## src/rtl/load_store_unit.sv

```systemverilog
// Load/store unit: one request at a time, byte/half/word access to a word-wide data memory.
// Sub-word stores do a read-modify-write; misaligned or illegal requests never touch memory.
module load_store_unit #(
  parameter int MEM_LAT = 1
) (
  input  logic        CLK,
  input  logic        Reset,
  input  logic        ReqValid,
  output logic        ReqReady,
  input  logic        ReqWrite,
  input  logic [1:0]  ReqSize,
  input  logic        ReqSigned,
  input  logic [31:0] ReqAddr,
  input  logic [31:0] ReqWData,
  output logic        RespValid,
  output logic [31:0] RespData,
  output logic        RespErr,
  output logic [31:0] DataAddr,
  output logic [31:0] DataIn,
  output logic        DataMemRW,
  input  logic [31:0] DataOut
);
  localparam int CntW = (MEM_LAT < 2) ? 1 : $clog2(MEM_LAT + 1);
  localparam logic [CntW-1:0] LatLimit = CntW'(MEM_LAT);

  typedef enum logic [1:0] {IDLE, READ, WRITE, RESP} lsuState;

  lsuState         state;
  logic [CntW-1:0] latCnt;
  logic            isStore;
  logic [1:0]      size;
  logic            signedLoad;
  logic [1:0]      addrLo;
  logic [15:0]     storeData;

  logic            reqErr;
  logic [7:0]      laneByte;
  logic [15:0]     laneHalf;
  logic [31:0]     loadResult;
  logic [31:0]     mergedWord;

  always_comb begin
    reqErr = (ReqSize == 2'b11) ||
             (ReqSize == 2'b01 && ReqAddr[0]) ||
             (ReqSize == 2'b10 && ReqAddr[1:0] != 2'b00);
  end

  // Load lane extraction and extension from the word currently on DataOut
  always_comb begin
    laneByte = DataOut[{addrLo, 3'b000} +: 8];
    laneHalf = DataOut[{addrLo[1], 4'b0000} +: 16];
    case (size)
      2'b00:   loadResult = {{24{signedLoad & laneByte[7]}}, laneByte};
      2'b01:   loadResult = {{16{signedLoad & laneHalf[15]}}, laneHalf};
      default: loadResult = DataOut;
    endcase
  end

  // Sub-word store merge: replace only the addressed byte lanes of the read word
  genvar gi;
  generate
    for (gi = 0; gi < 4; gi++) begin : gMerge
      localparam logic [1:0] Lane = 2'(gi);
      logic       hit;
      logic [7:0] src;
      assign hit = (size == 2'b00) ? (addrLo == Lane) : (addrLo[1] == Lane[1]);
      assign src = (size == 2'b00 || !Lane[0]) ? storeData[7:0] : storeData[15:8];
      assign mergedWord[8*gi +: 8] = hit ? src : DataOut[8*gi +: 8];
    end
  endgenerate

  always_ff @(posedge CLK) begin
    if (Reset) begin
      state      <= IDLE;
      ReqReady   <= 1'b1;
      RespValid  <= 1'b0;
      RespData   <= 32'd0;
      RespErr    <= 1'b0;
      DataAddr   <= 32'd0;
      DataIn     <= 32'd0;
      DataMemRW  <= 1'b0;
      latCnt     <= '0;
      isStore    <= 1'b0;
      size       <= 2'b00;
      signedLoad <= 1'b0;
      addrLo     <= 2'b00;
      storeData  <= 16'd0;
    end else begin
      case (state)
        IDLE: begin
          if (ReqValid) begin
            ReqReady   <= 1'b0;
            isStore    <= ReqWrite;
            size       <= ReqSize;
            signedLoad <= ReqSigned;
            addrLo     <= ReqAddr[1:0];
            storeData  <= ReqWData[15:0];
            if (reqErr) begin
              state     <= RESP;
              RespValid <= 1'b1;
              RespErr   <= 1'b1;
              RespData  <= 32'd0;
            end else if (ReqWrite && ReqSize == 2'b10) begin
              state     <= WRITE;
              DataAddr  <= {ReqAddr[31:2], 2'b00};
              DataIn    <= ReqWData;
              DataMemRW <= 1'b1;
            end else begin
              state    <= READ;
              DataAddr <= {ReqAddr[31:2], 2'b00};
              latCnt   <= CntW'(1);
            end
          end
        end
        READ: begin
          if (latCnt < LatLimit) begin
            latCnt <= latCnt + 1'b1;
          end else if (isStore) begin
            state     <= WRITE;
            DataIn    <= mergedWord;
            DataMemRW <= 1'b1;
          end else begin
            state     <= RESP;
            RespValid <= 1'b1;
            RespErr   <= 1'b0;
            RespData  <= loadResult;
          end
        end
        WRITE: begin
          // DataAddr/DataIn stay put through the response cycle
          state     <= RESP;
          DataMemRW <= 1'b0;
          RespValid <= 1'b1;
          RespErr   <= 1'b0;
          RespData  <= DataIn;
        end
        RESP: begin
          state     <= IDLE;
          RespValid <= 1'b0;
          RespErr   <= 1'b0;
          ReqReady  <= 1'b1;
        end
        default: state <= IDLE;
      endcase
    end
  end
endmodule

```

## config.mk

```make
export PLATFORM = sky130hd
export DESIGN_NAME = load_store_unit
export DESIGN_NICKNAME = d
export VERILOG_FILES = /design/src/rtl/load_store_unit.sv
export SDC_FILE = /design/constraint.sdc
export NUM_CORES = 1
export LEC_CHECK = 0
export ABC_AREA = 0
export BUFFER_PORTS_ARGS = -buffer_cell sky130_fd_sc_hd__buf_2
export CAP_MARGIN = 20
export CORE_ASPECT_RATIO = 1.75
export CORE_MARGIN = 2
export CORE_UTILIZATION = 40
export CTS_CLUSTER_SIZE = 25
export DETAILED_ROUTE_END_ITERATION = 10
export PLACE_DENSITY_LB_ADDON = 0.05
export REMOVE_ABC_BUFFERS = 1
export SLEW_MARGIN = 10
export SYNTH_ARGS = -nofsm -noshare
export SYNTH_HDL_FRONTEND = slang
export SYNTH_SLANG_ARGS = --single-unit
export TNS_END_PERCENT = 10
```

## constraint.sdc

```tcl
create_clock -name CLK -period 1.9 [get_ports CLK]
set_input_delay 0.38 -clock CLK [delete_from_list [all_inputs] [get_ports CLK]]
set_output_delay 0.38 -clock CLK [all_outputs]
set_load 0.02 [all_outputs]
```

### Word-level counts from Yosys, hierarchy flattened

Index checks and enable logic that the tools add are counted.

| operators by class | value |
|---|---|
| $add $sub $neg | 1 |
| multiply operators | 0 |
| divide/modulo/power cells | 0 |
| magnitude comparators | 1 |
| equality and inequality tests | 19 |
| shifts and indexed selects | 2 |
| multiplexer cells | 48 |
| bitwise logic cells | 4 |
| reduce and logical (&&, ||, !) cells | 22 |

Operator list:

| kind | number |
|---|---|
| $mux 32 | 9 |
| $pmux 32 s2 | 2 |
| $pmux 32 s3 | 1 |
| $mux 8 | 5 |
| $shiftx 32x6->16 | 1 |
| $shiftx 32x6->8 | 1 |
| $mux 1 | 21 |
| $ne 2x2->1 const B | 9 |
| $eq 2x2->1 const B | 6 |
| $reduce_and 6->1 | 2 |
| $reduce_and 5->1 | 2 |
| $eq 2x1->1 const B | 4 |
| $mux 2 | 4 |
| $pmux 2 s4 | 1 |
| $logic_not 2->1 | 3 |
| $pmux 1 s3 | 2 |
| $reduce_and 2->1 | 3 |
| $reduce_bool 2->1 | 3 |
| $pmux 1 s2 | 2 |
| $pmux 1 s4 | 1 |
| $reduce_and 4->1 | 1 |
| $logic_and 1x1->1 | 3 |
| $reduce_and 3->1 | 1 |
| $reduce_bool 3->1 | 1 |
| 6 further kinds | 9 |

| storage, ports and cells | value |
|---|---|
| bits in registers | 123 |
| latch bits | 0 |
| bits in writable memories | 0 |
| memory bits (read-only) | 0 |
| bits of input ports | 103 |
| output and inout bits | 100 |
| word-level logic and storage cells | 111 |
| memories kept | 0 |

### Logic depth before layout (Yosys ltp)

Gate-level depths: netlist of the first run.

| logic depth | value |
|---|---|
| depth in word-level cells | 7 |
| depth in mapped cells | 8 |
| depth with buffers taken out | 7 |

### Worst setup path before layout of the first run

OpenSTA, ideal clock, no wires.

| path | value |
|---|---|
| path type | reg-to-reg |
| start point | register state[1] |
| end point | register DataIn[7] |
| setup time | 59 ps |
| arrival | 1,778 ps |
| data required time | 1,841 ps |
| slack | 63 ps |
| cell stages (with the launch flop) | 9 |
| buffers on the path | 1 |
| period minus slack after synthesis | 1,837 ps |
| path through | dfxtp_1 inv_1 ha_1 a21boi_0 o21bai_1 nor2_2 nor2_1 buf_2 a22o_1 |

| between the ends | value |
|---|---|
| longest elaborated chain between the ends | 3 |
| elaborated cells on any way between the ends | 10 |
| those cells by class | 6 x eq/ne; 1 x mux; 3 x reduce/logical |

RTL lines:

| item | line | text |
|---|---|---|
| start: declaration | 28 | `lsuState state;` |
| start signal: assignment | 74 | `state <= IDLE;` |
| start signal: assignment | 99 | `state <= RESP;` |
| start signal: assignment | 104 | `state <= WRITE;` |
| $eq 2x1->1 / $logic_not 2->1 (equally long branches) | 89 | `case (state)` |
| $ne 2x2->1 (no source line) / $reduce_bool 2->1 (equally long branches) | -- |  |
| $reduce_and 6->1 (no source line) | -- |  |
| end signal: assignment | 106 | `DataIn <= ReqWData;` |
| end signal: assignment | 120 | `DataIn <= mergedWord;` |
| end: declaration | 19 | `output logic [31:0] DataIn,` |

Parallel ways exist; a longest one is shown, timed or not.
A chain may end at the register's enable or synchronous reset.

### Worst setup path in the final report of the first run

| path | value |
|---|---|
| start point | register state[1] |
| end point | register DataIn[17] |

The elaborated chain is that of the path after synthesis.

==> results of run 1 <==
==> cell type report <==
| type | instances | area (um2) |
|---|---|---|
| flip-flops and latches | 123 | 2460 |
| clock inverters | 12 | 114 |
| fillers | 1459 | 6760 |
| inverters | 24 | 90.1 |
| multi-input cells | 540 | 3280 |
| clock buffers | 20 | 467 |
| well taps | 183 | 229 |
| repair buffers | 243 | 1440 |
==> how the worst min path moves through the flow <==
stage             startpoint       endpoint  slack [ps]
2_1_floorplan  storeData[10]  storeData[10]         430
3_3_place_gp    RespData[27]   RespData[27]         430
3_5_place_dp    RespData[27]   RespData[27]         440
4_1_cts          ReqAddr[20]   DataAddr[20]         180
5_1_grt           ReqAddr[3]    DataAddr[3]         200
6_report          ReqAddr[5]    DataAddr[5]         200
==> worst max-delay path: stages, from the launching register on <==
cell and delay, ps:
sky130_fd_sc_hd__dfxtp_1 310, sky130_fd_sc_hd__inv_1 100, sky130_fd_sc_hd__ha_2 260, sky130_fd_sc_hd__buf_12 180, sky130_fd_sc_hd__o21bai_1 140, sky130_fd_sc_hd__nor2_2 190, sky130_fd_sc_hd__nor2_1 100, sky130_fd_sc_hd__buf_12 170
sky130_fd_sc_hd__a22o_1 220
==> logic make-up (layout without fill, tap and decap cells) <==
| family | Yosys count | in the layout |
|---|---|---|
| AOI/OAI and AO/OA | 279 | 279 |
| muxes | 36 | 36 |
| other | 1 | 2 |
| buffers and inverters | 82 | 299 |
| DFF | 123 | 123 |
| adders and majority gates | 5 | 5 |
| and+or+nand+nor | 218 | 218 |
==> layer usage <==
| layer | vias up | GRT usage | wire length [um] |
|---|---|---|---|
| met5 | - | 0 | 0 |
| met4 | 0 | 0.131 | 942 |
| met3 | 48 | 0.0621 | 1200 |
| met2 | 262 | 0.463 | 10900 |
| li1 | 3091 | - | - |
| met1 | 2947 | 0.274 | 7830 |
==> state kept, by name, summed over array words and instances (netlist names) <==
signal      flops
RespData       32
RespValid       1
DataIn         32
state           2
ReqReady        1
latCnt          1
signedLoad      1
RespErr         1
storeData      16
size            2
DataAddr       30
addrLo          2
isStore         1
DataMemRW       1
==> Yosys cell counts, types with 2 or more instances <==
master and count:
sky130_fd_sc_hd__nand3_1 3, sky130_fd_sc_hd__a222oi_1 6, sky130_fd_sc_hd__buf_1 3, sky130_fd_sc_hd__a31oi_1 2
sky130_fd_sc_hd__nor2_1 50, sky130_fd_sc_hd__inv_1 22, sky130_fd_sc_hd__or2_1 2, sky130_fd_sc_hd__o31ai_2 10
sky130_fd_sc_hd__a22o_1 25, sky130_fd_sc_hd__o211ai_1 2, sky130_fd_sc_hd__mux2i_1 27, sky130_fd_sc_hd__nand2_1 141
sky130_fd_sc_hd__nor2_2 3, sky130_fd_sc_hd__buf_2 11, sky130_fd_sc_hd__a211oi_1 19, sky130_fd_sc_hd__ha_1 5
sky130_fd_sc_hd__a221oi_1 23, sky130_fd_sc_hd__or3_1 2, sky130_fd_sc_hd__a21oi_1 112, sky130_fd_sc_hd__clkinv_1 2
sky130_fd_sc_hd__nand2b_1 6, sky130_fd_sc_hd__buf_6 3, sky130_fd_sc_hd__o22ai_1 15, sky130_fd_sc_hd__o31ai_1 6
sky130_fd_sc_hd__mux2_2 9, sky130_fd_sc_hd__dfxtp_1 123, sky130_fd_sc_hd__a22oi_1 8, sky130_fd_sc_hd__o21a_1 3
sky130_fd_sc_hd__buf_4 2, sky130_fd_sc_hd__o21ai_0 22, sky130_fd_sc_hd__nor2b_1 4, sky130_fd_sc_hd__a311oi_1 2
sky130_fd_sc_hd__a21boi_0 8, sky130_fd_sc_hd__clkbuf_1 39
==> power breakdown <==
group | internal, mW | leakage, nW | switching, mW
clock network | 1.91 | 0.275 | 1.23
registers | 3.07 | 1.00 | 0.403
logic | 1.84 | 2.31 | 2.94
total | 6.83 | 3.58 | 4.57
==> summary.md, run 1 <==
The run finished with clean final reports. The top cell types in the final layout, fill and taps aside, are 200 x sky130_fd_sc_hd__buf_2, 141 x sky130_fd_sc_hd__nand2_1, 122 x sky130_fd_sc_hd__dfxtp_1. The logs give 203 for the total I/O pin count and 11.4 mW for the power after layout. The routed wirelength normalized by instance count is 18.2 um, and the number of synthesized flops with an enable pin is 0.

The most frequently used flop master after synthesis was sky130_fd_sc_hd__dfxtp_1. Once the clock tree was built, the setup fixing pass inserted 0 buffers. Utilization after layout: 0.544. The weighted congestion at the end of routability-driven global placement is 0.889. The post-synthesis share of cell area spent on full adders, half adders and majority gates was 0.0104; the mean number of vias per cell was 5.54. The area share of and/or/nand/nor cells after synthesis came out at 0.147. The starting utilization of the core area was 0.407; the width of the die was 96.9 um. Leaving out fill and tap cells, the most frequent cell in the layout is sky130_fd_sc_hd__buf_2. The setup path with the least slack is of type reg -> reg. By area the synthesized netlist is led by sky130_fd_sc_hd__dfxtp_1 41%, sky130_fd_sc_hd__a21oi_1 9.3%, sky130_fd_sc_hd__nand2_1 8.8%.

The number of buffers inserted by port buffering came out at 200. At the placement stage, the worst setup path has a slack of -89.2 ps. Number of hold violations in the final report: 0. For this design the ratio of total power to cell area is 1410 nW/um2. In this run the vertical extent of the chip is 167 um. The worst hold-check path type was in -> reg.

The depth of the most critical reg-to-reg path is 8. Portion of the post-synthesis area used by sequential elements: 0.408. The run gives 410 ps as the source-to-sink clock delay at the later pin of the worst-skew pair. The run gives 0 as the max-capacitance violation count. Number of distinct library cell variants in the gate-level netlist after synthesis: 58. Overall routed net length: 20800 um. The worst setup path is captured at a flop. The tools report the root buffer cell as sky130_fd_sc_hd__clkbuf_16. The clock passes through at most 2 buffers. The core region is 14800 um2.

The biggest area contributor in the post-synthesis netlist is sky130_fd_sc_hd__dfxtp_1. The final worst clock skew is 10.1 ps. Setup slack closes at 105 ps. The number of cells traversed by the worst hold path came out at 3. Setup total negative slack: 0 ps. The share of synthesized registers carrying an async set or reset is 0. After the flow finishes, the layout carries non-filler instances totaling 1145. The proportion of layout cells with a drive suffix above 1 is 0.327, and the placed cell count is 1113. Number of cells produced by synthesis: 744. Clock tree synthesis found a total of 123 sinks. The endpoint of the lowest-slack register-to-register path is DataIn[17]. The number of hold buffers added after CTS was 0. The tools report the type of origin of the critical path as a flop. The total via count in the routed design was 6348; the share of cell area taken by muxes after synthesis was 0.0615. After routing the design area is 8080 um2. In this run the cell area of the synthesized design comes to 6040 um2. For the finished layout, the period the worst path requires is 1800 ps.

The share of the synthesized area in compound gates (AO/OA/AOI/OAI) works out to 0.315. The run gives 100 ps as the reg-to-reg setup timing slack. For the worst setup path, the data required time is 2200 ps. The synthesized design contains 123 register bits. The average instance in the mapped netlist occupies 8.12 um2.

For the number of global-route vias before repair, the log shows 6590. The largest fanout of any net on the critical path is 23, and the actual slew at the worst max-slew pin is 520 ps. The worst slew margin relative to its limit was 0.653. The run gives 0 as the number of setup violations in the final report.

For the global-route total usage across every layer, the log shows 0.257. The maximum clock frequency was 0.557 GHz; the total congestion overflow after global routing was 0. The worst-case IR drop observed on VDD is 0.678 mV. Yosys printed 0 warnings.

Counting the buffers created by CTS gives 17. Entering global routing, the biggest net connects 52 pins. For the antenna cell count, the log shows 0. Hold is met by 201 ps. The xor/xnor share of the synthesized area works out to 0.

The number of detailed-routing iterations run before antenna repair is 7, and the number of levels in the clock H-tree is 4. In the final design database the tool counted 1057 nets. Setup repair after global routing could not meet its margin everywhere.

The first global-routing pass estimated 33500 um of wire. The max-slew violation count came out at 0. The share of the clock period used by the worst path after layout works out to 0.945. Clock-pin slew was measured on the worst setup and hold paths at 60 ps. For the critical path arrival, the log shows 2100 ps.

TritonCTS built the clock tree. Summed over all nets, the half-perimeter wirelength after detailed placement is 15400 um. The count of nets left with antenna violations once routing finished came out at 0.

Once placement finished, the instance area stood at 7470 um2. Post-CTS repair changed the size of 0 cells. The critical path ends at DataIn[17].

Compared with the post-synthesis result, the final layout area differs by 33.7%. The source of the critical timing path was state[1]. Summed over all cells, the static leakage comes to 3.58 nW. For this block, the initial DRC count from the detailed router was 429. For the total die area, the log shows 16100 um2.

The tools report the reg-to-reg critical path startpoint as state[1]. The main combinational cell family by area after synthesis was compound AO/OA/AOI/OAI gates. The floorplan has 59 rows. The top-area cell type share of the netlist area is 0.408. The number of antenna violations at the first check in global routing came out at 0.

After detailed routing, the number of remaining DRC violations is 0.
No activity file was read; power rests on OpenSTA's default activity.
==> inputs of run 2 (changes only) <==
- CORE_ASPECT_RATIO: 1.75 -> not set
- RECOVER_POWER: not set -> 25
==> run 2 against run 1 <==
Compared with the run above:
- global-route usage is 0.48 points lower
- via count grew 2.5%
- count of clock-buffer cells in the layout grew 1
- largest cell class unchanged
- design area is 1.3% higher
- hold slack lost 0.75 ps
- first-iteration DRC count rose by 9.6%
- sequential power about the same
- setup slack got worse by 29 ps
- critical path type unchanged
- highest routed layer is now met5
- critical path depth decreased by 2
- non-clock buffer count increased by 16
==> summary.md, run 2 (synthesis gave the netlist of run 1 again) <==
The run finished with clean final reports. The tools report the source-to-sink clock delay at the later pin of the worst-skew pair as 420 ps (was 410 ps). The depth of the most critical reg-to-reg path is 6 (was 8).

The tools report the endpoint of the lowest-slack register-to-register path as DataIn[6] (was DataIn[17]). Overall routed net length: 21200 um (was 20800 um). The total congestion overflow after global routing was 0 (unchanged); the number of hold violations in the final report was 0 (unchanged). The placed cell count is 1129 (was 1113).

The run gives 0.252 (was 0.257) as the global-route total usage across every layer. For the starting utilization of the core area, the log shows 0.413 (was 0.407). The number of antenna violations at the first check in global routing was 2 (was 0). For the count of nets left with antenna violations after detail routing, the log shows 0 (unchanged). For the total of fill cells in the finished design, the log shows 1445 (was 1459).

The max-capacitance violation count is 0 (unchanged). The beginning of the worst hold path was ReqAddr[9] (was ReqAddr[5]). The deepest clock path buffer count was 2 (unchanged); the number of DRC violations after detailed routing was 0 (unchanged). The run gives 17 (unchanged) as the number of buffers created by CTS.

The power after layout came out at 11.8 mW (was 11.4 mW). The number of buffers inserted by port buffering came out at 200 (unchanged). TritonCTS built the clock tree. The clock sink count came out at 123 (unchanged). Largest regs: DataIn: 32 flops, RespData: 32 flops, DataAddr: 30 flops (unchanged). Proportion of layout cells with a drive suffix above 1: 0.285 (was 0.327). The reg-to-reg critical path startpoint was addrLo[0] (was state[1]). The type of the worst setup path was reg -> reg (unchanged). The actual slew at the worst max-slew pin was 678 ps (was 520 ps); the shortest clock period the worst path allows after layout was 1820 ps (was 1800 ps). The worst hold-check path type was in -> reg (unchanged).

For the number of setup violations in the final report, the log shows 0 (unchanged). The reg-to-reg setup timing slack was 80 ps (was 100 ps). Highest-count cells in the layout ignoring fill and taps: 150 x sky130_fd_sc_hd__buf_2, 141 x sky130_fd_sc_hd__nand2_1, 122 x sky130_fd_sc_hd__dfxtp_1 (was 200 x sky130_fd_sc_hd__buf_2, 141 x sky130_fd_sc_hd__nand2_1, 122 x sky130_fd_sc_hd__dfxtp_1).

Critical path endpoint category: a flop (unchanged). The run gives 32000 um (was 33500 um) as the first-pass GRT wire length. The number of detailed-routing iterations run before antenna repair is 7 (unchanged). For the final worst clock skew, the log shows 7.74 ps (was 10.1 ps). The number of placement rows is 44 (was 59), and the area growth from synthesis to layout is 35.4% (was 33.7%).

Height of the die: 127 um (was 167 um). The tools report the placeable core region as 14600 um2 (was 14800 um2). For the maximum ir drop on the vdd rail, the log shows 0.687 mV (was 0.678 mV).

Setup repair after global routing could not meet its margin everywhere. The cell area power density was 1440 nW/um2 (was 1410 nW/um2). The required time of the worst setup path was 2210 ps (was 2200 ps). The number of cells traversed by the worst hold path was 3 (unchanged). The width of the die was 127 um (was 96.9 um).

The final cell count without fillers was 1162 (was 1145); the share of the clock period used by the worst path after layout was 0.961 (was 0.945). The total I/O pin count is 203 (unchanged). The weighted congestion at the end of routability-driven global placement was 0.904 (was 0.889); the total via count in the routed design was 6507 (was 6348). The max-slew violation count is 0 (unchanged). The sink of the worst hold path was DataAddr[9] (was DataAddr[5]). For the detailed placement HPWL, the log shows 15100 um (was 15400 um).

The tools report the critical path arrival as 2130 ps (was 2100 ps). Root buffer cell: sky130_fd_sc_hd__clkbuf_16 (unchanged). Maximum clock frequency: 0.548 GHz (was 0.557 GHz).

Mean number of vias per cell: 5.60 (was 5.54). The total die area was 16100 um2 (about the same). The commonest non-fill, non-tap cell in the layout was sky130_fd_sc_hd__buf_2 (unchanged). The violation count after the first detailed-route iteration is 470 (was 429). For the leakage power total, the log shows 3.47 nW (was 3.58 nW). The routed wirelength normalized by instance count is 18.2 um (about the same).

The clock-pin transition on the worst setup and hold timing paths is 60 ps (about the same), and the antenna cell count is 0 (unchanged). The run gives 41 (was 52) as the largest net degree at the start of global routing. The largest fanout of any net on the critical path is 8 (was 23), and the total number of nets in the final design is 1073 (was 1057).

The number of levels in the clock H-tree was 4 (unchanged). Number of global-route vias before repair: 6221 (was 6590). Type of origin of the critical path: a flop (unchanged). The run gives 0.548 (was 0.653) as the worst slew margin relative to its limit.
## run 2: critical path, stage by stage, from the launching register on
cell and delay (ps):
sky130_fd_sc_hd__dfxtp_1 300, sky130_fd_sc_hd__buf_4 140, sky130_fd_sc_hd__nor3b_1 160, sky130_fd_sc_hd__nor2_2 530, sky130_fd_sc_hd__mux2i_1 300, sky130_fd_sc_hd__a21oi_1 100
sky130_fd_sc_hd__a22o_1 190
## run 2: layout make-up
type | instances | area (um2) | area share
repair buffers | 259 | 1520 | 0.185
clock inverters | 11 | 144 | 0.0176
flip-flops and latches | 123 | 2460 | 0.301
clock buffers | 21 | 460 | 0.0563
well taps | 184 | 230 | 0.0281
inverters | 24 | 93.8 | 0.0115
multi-input cells | 540 | 3280 | 0.400
## run 2: worst max-delay path by stage
stage          startpoint           end  slack, ps
3_3_place_gp     state[0]  DataAddr[14]        -30
4_1_cts          state[1]     DataIn[7]         50
3_5_place_dp   ReqSize[0]     DataMemRW        -60
5_1_grt          state[0]     DataIn[1]        -10
2_1_floorplan    state[1]  RespData[10]      -2460
6_report        addrLo[0]     DataIn[6]         80
## run 2: what timing repair did
item / in CTS / in global routing
resized for setup: 2 / 8
hold endpoints to repair: 0 / 0
cloned: 0 / 1
setup endpoints to repair: 46 / 58
pin swaps: 0 / 1
hold buffers: 0 / 0
buffers inserted: 0 / 0
## run 2: metal layers
layer  share of wire  track usage  routed length (um)  vias to the layer above
li1                -            -                   -                     3124
met1            0.43        0.308                9030                     3072
met2            0.49        0.432               10300                      263
met3           0.067       0.0662                1430                       44
met4           0.019       0.0827                 401                        4
met5          0.0012            0                  25                        -
## run 2: power breakdown
part,leakage (nW),total [mW],switching (mW),internal (mW)
sequential,1.00,3.48,0.402,3.08
combinational,2.17,5.03,3.06,1.98
clock,0.297,3.31,1.18,2.13
## run 2: stage by stage
stage	instance area, um2	setup TNS, ps	hold slack [ps]	utilization	setup WS (ps)
final	8180	0	200	0.559	75.0
after global routing	8180	-87.4	197	0.559	-11.8
after CTS	8190	0	184	0.559	55.0
after detailed placement	7580	-1010	438	0.518	-63.8
after global placement	7580	-519	429	0.518	-29.1
after floorplan	5780	-151380	430	-	-2460
==> inputs of run 3 (changes only) <==
- MAX_ROUTING_LAYER: not set -> met4
- clock period: 1.9 -> 1.7 ns (I/O delays scaled with it)
==> run 3 against run 2 <==
Compared with the run above:
- setup slack lost 62 ps
- maximum frequency increased by 8.2%
- clock power grew 13%
- non-clock buffer count is 33 higher
- sequential cell count is the same
- power up 19%
- combinational power grew 27%
- critical path depth did not move
- first-iteration DRC count down 13%
- sequential power rose by 14%
- cell count is 2.9% higher
- critical path type unchanged
- largest power group unchanged
- highest routed layer is now met4
==> summary.md, run 3 (synthesis gave the netlist of run 1 again) <==
Largest regs: DataIn: 32 flops, RespData: 32 flops, DataAddr: 30 flops (unchanged). The count of nets left with antenna violations after detail routing was 0 (unchanged); the number of levels in the clock H-tree was 4 (unchanged). The critical path buffer and inverter count was 1 (unchanged); the routed wirelength normalized by instance count was 18.3 um (was 18.2 um).

The detailed placement HPWL is 15700 um (was 15100 um). The run gives 0.819 mV (was 0.687 mV) as the maximum ir drop on the vdd rail. The logs give 0 ps (unchanged) for the setup total negative slack and 14600 um2 (unchanged) for the placeable core region. The commonest non-fill, non-tap cell in the layout is sky130_fd_sc_hd__buf_2 (unchanged). The final worst clock skew was 6.55 ps (was 7.74 ps); the source-to-sink clock delay at the later pin of the worst-skew pair was 410 ps (was 420 ps). The overall routed net length is 21800 um (was 21200 um). The flow ran to the end, and the final reports show no timing, DRC or antenna violations. Number of detailed-routing iterations run before antenna repair: 8 (was 7). Highest-count cells in the layout ignoring fill and taps: 157 x sky130_fd_sc_hd__buf_2, 140 x sky130_fd_sc_hd__nand2_1, 117 x sky130_fd_sc_hd__dfxtp_1 (was 150 x sky130_fd_sc_hd__buf_2, 141 x sky130_fd_sc_hd__nand2_1, 122 x sky130_fd_sc_hd__dfxtp_1).

The weighted congestion at the end of routability-driven global placement is 0.943 (was 0.904). The tools report the type of origin of the critical path as a flop (unchanged). The maximum clock frequency came out at 0.593 GHz (was 0.548 GHz).

The cell with the biggest individual delay on the critical path was sky130_fd_sc_hd__or3_4 (was sky130_fd_sc_hd__nor2_2). The largest net degree at the start of global routing came out at 58 (was 41). The violation count after the first detailed-route iteration is 411 (was 470), and the final cell count without fillers is 1196 (was 1162).

The worst hold-check path type was in -> reg (unchanged). Setup repair after global routing could not meet its margin everywhere. The number of antenna violations at the first check in global routing was 1 (was 2); the number of buffers inserted by port buffering was 200 (unchanged). TritonCTS built the clock tree. The largest fanout of any net on the critical path works out to 7 (was 8). The critical path endpoint category is a flop (unchanged). The mean number of vias per cell is 5.58 (was 5.60), and the number of buffers created by CTS is 17 (unchanged). The cell area power density was 1600 nW/um2 (was 1440 nW/um2); the number of hold violations in the final report was 0 (unchanged).

The proportion of layout cells with a drive suffix above 1 was 0.360 (was 0.285). Top cell family by delay on the critical path: simple AND/OR/NAND/NOR gates (unchanged). The actual slew at the worst max-slew pin is 634 ps (was 678 ps).

The first-pass GRT wire length came out at 33200 um (was 32000 um). The total die area was 16100 um2 (unchanged); the global-route total usage across every layer was 0.269 (was 0.252). Number of global-route vias before repair: 6508 (was 6221). The area of all placed cells without fillers was 8780 um2 (was 8180 um2). The logs give 1160 (was 1129) for the placed cell count and 0.413 (unchanged) for the starting utilization of the core area. The area growth from synthesis to layout is 45.4% (was 35.4%).

The total via count in the routed design came out at 6677 (was 6507). The tools report the root buffer cell as sky130_fd_sc_hd__clkbuf_16 (unchanged). The clock-pin transition on the worst setup and hold timing paths was 60 ps (about the same); the number of hold buffers added after CTS was 0 (unchanged).

The type of the worst setup path is reg -> reg (unchanged). The placement-stage cell area was 7830 um2 (was 7580 um2); the clock sink count was 123 (unchanged). For the number of setup violations in the final report, the log shows 0 (unchanged). The delay of the slowest cell on the worst path was 390 ps (was 530 ps); the total number of nets in the final design was 1106 (was 1073). The utilization after layout came out at 0.600 (was 0.559). The width of the die was 127 um (unchanged). The leakage power total was 3.68 nW (was 3.47 nW). The required time of the worst setup path came out at 2030 ps (was 2210 ps). The share of the clock period used by the worst path after layout was 0.992 (was 0.961); the total congestion overflow after global routing was 0 (unchanged). The height of the die was 127 um (unchanged).

The run gives 0 (unchanged) as the max-capacitance violation count. The total I/O pin count came out at 203 (unchanged). For the number of DRC violations after detailed routing, the log shows 0 (unchanged).

The number of placement rows came out at 44 (unchanged). The logs give 0.578 (was 0.548) for the worst slew margin relative to its limit and 2020 ps (was 2130 ps) for the critical path arrival. The shortest clock period the worst path allows after layout was 1690 ps (was 1820 ps); the max-slew violation count was 0 (unchanged).

Critical-path cell list: or3_4 -> or2_4 -> a21oi_4 -> buf_6 -> a221oi_1 -> o31ai_2 (was buf_4 -> nor3b_1 -> nor2_2 -> mux2i_1 -> a21oi_1 -> a22o_1). For the deepest clock path buffer count, the log shows 2 (unchanged).
## run 3: cell types whose count changed in the layout (fill, tap and decap cells not counted), sizes merged
cell / delta
buf: +41
clkbuf: -9
clkinv: -5
clkinvlp: +3
inv: +3
diode: +1
## run 3: worst reg2reg max path, stage by stage (launching register included)
cell and delay (ps):
sky130_fd_sc_hd__dfxtp_2 320, sky130_fd_sc_hd__or3_4 390, sky130_fd_sc_hd__or2_4 250, sky130_fd_sc_hd__a21oi_4 200
sky130_fd_sc_hd__buf_6 190, sky130_fd_sc_hd__a221oi_1 70, sky130_fd_sc_hd__o31ai_2 180
## run 3: through the flow
| step | setup WS, ps | power (mW) | hold slack [ps] |
|---|---|---|---|
| 4_1_cts | -40.4 | 13.8 | 143 |
| 2_1_floorplan | -2660 | 7.01 | 409 |
| 3_5_place_dp | -199 | 9.63 | 439 |
| 6_report | 12.8 | 14.1 | 159 |
| 3_3_place_gp | -192 | 9.55 | 428 |
| 5_1_grt | -81.9 | 14.8 | 150 |
## run 3: routing by layer
metal  GRT usage  vias to the layer above  routed length, um
met3      0.0578                       31               1380
met1       0.326                     3167               9340
met5           -                        -                  0
met4      0.0827                        0                376
met2       0.450                      283              10700
li1            -                     3196                  -
## run 3: what timing repair did
item                                    in CTS  in global routing
cloned                                       1                  0
pin swaps                                    7                 10
endpoints found under the setup margin      96                 86
hold endpoints to repair                     0                  0
gates resized for setup                     34                 44
setup buffers                                1                  1
## run 3: final timing paths
path,from,to,slack [ps],depth (start not counted)
setup / recovery,size[0],RespData[22],10,6
hold / removal,ReqAddr[8],DataAddr[8],160,3
setup reg to reg,size[0],RespData[22],10,6
hold reg to reg,RespData[29],RespData[29],450,2
## run 3: final cells by class
| cell class | count | area (um2) |
|---|---|---|
| diodes | 1 | 2.50 |
| clock buffers | 20 | 447 |
| clock inverters | 12 | 163 |
| fillers | 1368 | 5860 |
| inverters | 24 | 91.3 |
| multi-input cells | 540 | 3550 |
| flip-flops and latches | 123 | 2470 |
| well taps | 184 | 230 |
| repair buffers | 292 | 1830 |
## run 3: where the power goes
group	leakage [nW]	internal [mW]	switching (mW)	total, mW
Combinational	2.40	2.73	3.65	6.38
Clock	0.280	2.36	1.37	3.73
Sequential	1.01	3.45	0.499	3.95
